--- src/rtl/block_transpose_buffer.sv ---
// block_transpose_buffer
//   Double-buffered NxN transpose buffer. Rows of N lanes are written into one
//   bank while the other bank is drained one N-lane column per beat. Both
//   sides use valid/ready handshakes. Elements are stored and forwarded only.
//   Optional feature macro: TBUF_FLUSH_EN adds i_flush, which discards the
//   partially written bank.
module block_transpose_buffer #(
   parameter int DATA_W = 11,
   parameter int N      = 8
) (
   input  logic                i_clk,
   input  logic                i_rst,
   input  logic                i_valid,
   output logic                o_ready,
   input  logic [N*DATA_W-1:0] i_data,
   output logic                o_valid,
   input  logic                i_ready,
   output logic [N*DATA_W-1:0] o_data,
   output logic [1:0]          o_level
`ifdef TBUF_FLUSH_EN
   ,
   input  logic                i_flush
`endif
);

   localparam int CW = $clog2(N);

   logic [DATA_W-1:0] mem [2][N][N];
   logic [1:0]        full;
   logic [1:0]        full_next;
   logic              wr_bank;
   logic              rd_bank;
   logic [CW-1:0]     row_cnt;
   logic [CW-1:0]     col_cnt;
   logic              flush;
   logic              wr_fire;
   logic              rd_fire;
   logic              row_last;
   logic              col_last;

`ifdef TBUF_FLUSH_EN
   assign flush = i_flush;
`else
   assign flush = 1'b0;
`endif

   assign o_ready  = ~full[wr_bank];
   assign o_valid  = full[rd_bank];
   assign o_level  = {1'b0, full[0]} + {1'b0, full[1]};

   // A flush drops any row offered in the same cycle.
   assign wr_fire  = i_valid & o_ready & ~flush;
   assign rd_fire  = o_valid & i_ready;
   assign row_last = (row_cnt == CW'(N - 1));
   assign col_last = (col_cnt == CW'(N - 1));

   // Store the accepted row into the current write bank.
   // NOTE: storage carries no reset; the full flags alone decide what is valid.
   always_ff @(posedge i_clk) begin
      if (wr_fire) begin
         for (int j = 0; j < N; j++) begin
            mem[wr_bank][row_cnt][j] <= i_data[j*DATA_W +: DATA_W];
         end
      end
   end

   // Next full flags: a completing bank and a draining bank are never the same.
   // NOTE: defaulting full_next first keeps every path assigned, so no latch.
   always_comb begin
      full_next = full;
      if (wr_fire && row_last) full_next[wr_bank] = 1'b1;
      if (rd_fire && col_last) full_next[rd_bank] = 1'b0;
   end

   // Bank pointers, counters and full flags.
   // NOTE: non-blocking assignments so every register samples pre-edge values.
   always_ff @(posedge i_clk) begin
      if (i_rst) begin
         full    <= 2'b00;
         wr_bank <= 1'b0;
         rd_bank <= 1'b0;
         row_cnt <= '0;
         col_cnt <= '0;
      end else begin
         full <= full_next;
         if (flush) begin
            row_cnt <= '0;
         end else if (wr_fire) begin
            if (row_last) begin
               row_cnt <= '0;
               wr_bank <= ~wr_bank;
            end else begin
               row_cnt <= row_cnt + CW'(1);
            end
         end
         if (rd_fire) begin
            if (col_last) begin
               col_cnt <= '0;
               rd_bank <= ~rd_bank;
            end else begin
               col_cnt <= col_cnt + CW'(1);
            end
         end
      end
   end

   // Present the current column of the read bank; lane r comes from row r.
   always_comb begin
      o_data = '0;
      for (int r = 0; r < N; r++) begin
         o_data[r*DATA_W +: DATA_W] = mem[rd_bank][r][col_cnt];
      end
   end

endmodule

--- config.mk ---
export PLATFORM = sky130hd
export DESIGN_NAME = block_transpose_buffer
export DESIGN_NICKNAME = d
export VERILOG_FILES = /design/src/rtl/block_transpose_buffer.sv
export SDC_FILE = /design/constraint.sdc
export NUM_CORES = 1
export LEC_CHECK = 0
export CAP_MARGIN = 20
export CORE_MARGIN = 5
export CORE_UTILIZATION = 35
export CTS_BUF_LIST = sky130_fd_sc_hd__clkbuf_4 sky130_fd_sc_hd__clkbuf_8
export CTS_CLUSTER_SIZE = 10
export DETAILED_ROUTE_END_ITERATION = 16
export SYNTH_ARGS = -nofsm -noshare
export SYNTH_HDL_FRONTEND = slang
export SYNTH_SLANG_ARGS = --single-unit
--- constraint.sdc ---
create_clock -name i_clk -period 8.1 [get_ports i_clk]
set_clock_uncertainty 0.05 [all_clocks]
set_input_delay 1.62 -clock i_clk [delete_from_list [all_inputs] [get_ports i_clk]]
set_output_delay 1.62 -clock i_clk [all_outputs]
set_load 0.03 [all_outputs]
==> results of run 1 <==
## registers in the layout, summed over array words and instances (netlist names), named ones only
name	flops
col_cnt	3
full	2
mem	1408
rd_bank	1
row_cnt	3
wr_bank	1
## critical path, stage by stage, from the launching register on
cell and delay [ns]:
dfxtp_4 0.75, buf_12 0.58, mux4_2 0.41, a22oi_1 0.21, nand2_1 0.37, clkdlybuf4s50_1 0.73
## layer usage
layer,up-vias,track usage (%),share of wire (%)
met5,-,0,0.018
met4,6,5.755,2.6
met3,265,4.313,8.3
met2,1529,33.65,49
met1,17900,27.61,40
li1,13360,-,-
## report_power, final
group          switching, mW  internal [mW]  leakage [nW]
combinational          0.539          0.264          7.41
sequential            0.0163           8.18          12.8
clock                   2.84           3.10          2.31
## metrics by stage
step           total power, mW  cell area [sq um]  std cells  hold slack, ns  utilization [%]
2_1_floorplan            8.726              59960       3029          0.4345                -
3_3_place_gp             9.130              64640       5320          0.4541            37.81
3_5_place_dp             9.150              64650       5321          0.4655            37.81
4_1_cts                  15.05              69000       5742          0.4742            40.36
5_1_grt                  15.43              69030       5746          0.4894            40.37
6_report                 14.94              69060       5758          0.4811            40.39
## synthesized netlist by cell type, drive strengths merged
cell type  number  area (sq um)
mux4          352          7928
clkbuf        128         480.5
o21ai           6         30.03
a41oi          44         385.4
nor2           20         75.07
a41o            1         10.01
nand3           3         15.01
mux2          309          3480
edfxtp       1408         42280
nand2b          2         12.51
or2             1         6.260
ha              5         62.56
a21oi           9         45.04
nor4            8         135.1
a21o          308          2312
nor2b           4         25.02
nor3            1         5.000
or4             2         15.01
nand4           5         31.28
nand2          89         334.1
mux2i           1         10.01
inv            18         67.57
and2            2         12.51
nand4b          2         17.52
a31o            1         8.760
a31oi           2         12.51
a22oi         176          1321
buf           111         616.8
dfxtp          11         220.2
## cell families after synthesis
logic type	share of synthesized area, %
simple gates	1.142
mux	19.04
flops	70.89
compound gates	6.881
fa+ha+maj	0.1043
buf+inv	1.943
## worst max path at each step
stage / startpoint / end / cells past startpoint
4_1_cts: col_cnt[0] / o_data[79] / 5
6_report: col_cnt[0] / o_data[28] / 5
3_3_place_gp: col_cnt[0] / o_data[28] / 5
2_1_floorplan: i_valid / mem[1][176] / 5
3_5_place_dp: col_cnt[0] / o_data[28] / 5
5_1_grt: col_cnt[0] / o_data[28] / 5
## final cells by class
type,count,area (sq um)
inverter,18,67.56
antenna,14,35.03
fill,15230,101900
timing repair buffer,300,2833
sequential,1419,42510
tap,2233,2794
clock inverter,104,529.3
clock buffer,317,3819
multi-input combinational,1353,16470
==> results.yml, run 1 <==
outcome:
  status: "finished clean"
sta:
  setup_ws_ns: 2.237
  rsz0062_at_grt: "false"
  slew_headroom_pct: 15.14
  worst_slew_pin_slew_ns: 1.256
  fmax_mhz: 170.6
  slew_viol_final: 0
  finalHoldViolations: 0
  finalSetupViolCount: 0
  setup_tns_ns: 0
  post-route-period-util_pct: 72.38
  period_minus_slack_ns: 5.863
placed_design:
  dp_hpwl_microns: 104500
  port_buffers: 183
  dp_slack_ns: 3.172
  gp_congestion: 0.7781
power_and_ir_drop:
  p_leak_nw: 22.52
  peakVddDrop_mv: 0.1859
  p_per_area_nw_per_um2: 216.3
die:
  start_util_pct: 35.07
  die_w_microns: 423.9
  dieArea_sq_um: 179700
  row_count: 152
  ios: 184
  core_sq_um: 171000
  fp.dieH_microns: 423.9
drt:
  drtIter0Drc: 3864
  num_vias: 33060
  first_pass_iters: 5
  drtAntennaViolNets: 0
  wl_per_cell_microns: 32.30
  wirelength_microns: 186000
  drc: 0
  via_per_inst: 5.741
clocking:
  numCtsBuffers: 228
  cts_resized: 0
  clkTransAtPathRegs_ns: 0.06
  post_cts_buffers: 0
  cts.sinks: 1419
  cts_tree: "built"
  hold_buffers: 0
  clk_latency_ns: 0.94
  cts_root_buffer: "clkbuf_8"
  clk_path_buf_depth: 3
  h-tree-depth: 4
global_route:
  grt_max_degree: 120
  antenna_found_initial: 26
  grt_use_total_pct: 20.44
  grt_pass1_vias: 34010
  overflow: 0
  grt_pass1_wl_microns: 260700
critical_path:
  crit_path_end_kind: "primary output"
  cp_data_arrival_time_ns: 4.19
  critical_path_class: "flip-flop to primary output"
  crit_path_start_kind: "flip-flop"
  rr_endpoint: "mem[1][98]"
  cp_max_fo: 119
  r2r_setup_slack_ns: 4.06
  ff2ff_path_depth: 6
  r2r-start: "wr_bank"
  crit_required_ns: 6.43
synth:
  syn_area_per_cell_sq_um: 19.79
  ys_types: 35
  synth_fp_nets: 3126
  netlist_instances: 3029
  yosys_warnings: 0
  yosys_register_bits: 1419
  synth_area_sq_um: 59960
  ys_seq_area_share_pct: 70.89
final_layout:
  drive_gt1_share_pct: 30.36
  area_growth_pct: 15.18
  mostFrequentLayoutCell: "edfxtp_1"
  final_cell_mix: "edfxtp_1 (1408), mux4_2 (352), a21o_1 (308)"
  nNetsFinal: 3417
min_path:
  hold_class: "flip-flop to flip-flop"
  min-delay-start: "rd_bank"
  worstHoldPathCells: 2
  hold_end: "rd_bank"
flow_run:
  max-cap-violations: 0
Power figures use the tool's default switching activity.
==> run 2, diff against run 1 <==
- clock period: 8.1 -> 5.8 ns (I/O delays scaled with it)
==> run 2 against run 1 <==
  * Cell count is 0.14% higher
  * Non-clock buffer count is 16 higher
  * Worst setup slack worse by 1.7 ns
  * Worst hold slack better by 0.0035 ns
  * Critical path depth stayed put
  * Sequential share of layout area is 0.28 points lower
  * First-iteration DRC count is 3.2% lower
  * Total power is 39% higher
  * Clock-buffer cell count is 17 lower
  * Clock power is 40% higher
  * Utilization is 0.19 points higher
  * Critical endpoint unchanged
  * Largest cell class unchanged
==> results.yml, run 2 (same netlist as run 1, synthesis figures left out) <==
die:
  dieArea_sq_um: 179700
  core_sq_um: 171000
  row_count: 152
  ios: 184
  die_w_microns: 423.9
  fp.dieH_microns: 423.9
  start_util_pct: 35.07
clocking:
  cts.sinks: 1419
  clkTransAtPathRegs_ns: 0.06
  hold_buffers: 0
  h-tree-depth: 4
  numCtsBuffers: 226
  cts_tree: "built"
  clk_path_buf_depth: 3
  clk_latency_ns: 0.92
  cts_resized: 0
  post_cts_buffers: 0
  cts_root_buffer: "clkbuf_8"
critical_path:
  crit_path_end_kind: "primary output"
  r2r_setup_slack_ns: 2.11
  crit_path_start_kind: "flip-flop"
  crit_required_ns: 4.59
  crit_slowest_cell: "dfxtp_4"
  critPathMaxStageDelay_ns: 0.73
  cp_top_family: "buffers and inverters"
  critical_path_class: "flip-flop to primary output"
  cp_max_fo: 52
  path_buf_inv: 2
  r2r-start: "row_cnt[0]"
  rr_endpoint: "mem[0][12]"
  crit_chain: "buf_12 > mux4_2 > a22oi_1 > nand2_1 > clkdlybuf4s50_1"
  ff2ff_path_depth: 4
  crit_cells: 5
  cp_data_arrival_time_ns: 4.04
final_layout:
  drive_gt1_share_pct: 30.70
  mostFrequentLayoutCell: "edfxtp_1"
  final_cell_mix: "edfxtp_1 (1408), mux4_2 (352), a21o_1 (308)"
  nNetsFinal: 3431
  largest_reg_flops: 1408
  reg_top3: "mem x1408, col_cnt x3, row_cnt x3"
  max_flop_register: "mem"
  area_growth_pct: 15.72
placed_design:
  gp_congestion: 0.7592
  dp_hpwl_microns: 108800
  port_buffers: 183
sta:
  fmax_mhz: 190.3
  slew_viol_final: 0
  post-route-period-util_pct: 90.59
  slew_headroom_pct: 20.58
  period_minus_slack_ns: 5.254
  worst_slew_pin_slew_ns: 1.188
  finalSetupViolCount: 0
  finalHoldViolations: 0
  setup_tns_ns: 0
  rsz0062_at_grt: "false"
drt:
  met2_length_microns: 89880
  drc: 0
  drtIter0Drc: 3741
  drtAntennaViolNets: 0
  first_pass_iters: 7
  dr.max_layer_used: "met5"
  num_vias: 32770
  wl_met1_microns: 72940
  wl_per_cell_microns: 31.58
  via_per_inst: 5.684
  wirelength_microns: 182100
  dr_wl_met3_microns: 14580
global_route:
  grt_use_total_pct: 20.04
  antenna_found_initial: 32
  overflow: 0
  grt_pass1_wl_microns: 256000
  grt_pass1_vias: 33720
  grt_max_degree: 89
min_path:
  hold_class: "flip-flop to flip-flop"
  min-delay-start: "rd_bank"
  worstHoldPathCells: 2
power_and_ir_drop:
  p_per_area_nw_per_um2: 300.3
  p_leak_nw: 22.67
  peakVddDrop_mv: 0.2545
  total_power_mw: 20.83
outcome:
  status: "finished clean"
flow_run:
  max-cap-violations: 0
[run 2: power breakdown]
part / switching, mW / internal (mW) / total, mW / leakage (nW)
Combinational: 0.704 / 0.360 / 1.06 / 7.54
Sequential: 0.0286 / 11.4 / 11.5 / 12.8
Clock: 4.01 / 4.31 / 8.31 / 2.32
Total: 4.74 / 16.1 / 20.8 / 22.7
[run 2: final cells by class]
class                           instances  area, sq um
Tap cell                             2233         2794
Clock inverter                        119        695.7
Antenna cell                            8        20.02
Fill cell                           15260       101600
Timing Repair Buffer                  316         3148
Multi-Input combinational cell       1353        16470
Sequential cell                      1419        42510
Inverter                               18        67.56
Clock buffer                          300         3672
[run 2: worst max-delay path by stage]
stage	startpoint	endpoint	slack (ns)
2_1_floorplan	i_valid	mem[1][176]	-0.60
3_3_place_gp	flip-flop	o_data[39]	1.45
3_5_place_dp	flip-flop	o_data[28]	1.40
4_1_cts	flip-flop	o_data[28]	0.37
5_1_grt	flip-flop	o_data[28]	0.29
6_report	flip-flop	o_data[28]	0.55
[run 2: through the flow]
stage	hold WS [ns]	instance area (sq um)	worst slack, ns	instances	util, %
floorplan	0.4345	59960	-0.5970	3029	-
global placement	0.4484	64960	1.452	5337	37.99
detailed placement	0.4630	64970	1.401	5338	38.00
CTS	0.4773	69340	0.3692	5757	40.56
global route	0.5204	69360	0.2850	5760	40.57
finish	0.4847	69380	0.5455	5766	40.58
[run 2: layer usage]
layer  global-route usage [%]  vias up
met2                    33.37     1478
li1                         -    13420
met1                    26.77    17620
met3                    4.105      252
met4                    5.721        4
met5                        0        -
[run 2: tightest hold or removal path: stages, from the launching register on]
cell	delay [ns]
dfxtp_1	0.35
inv_1	0.08
a21oi_1	0.06
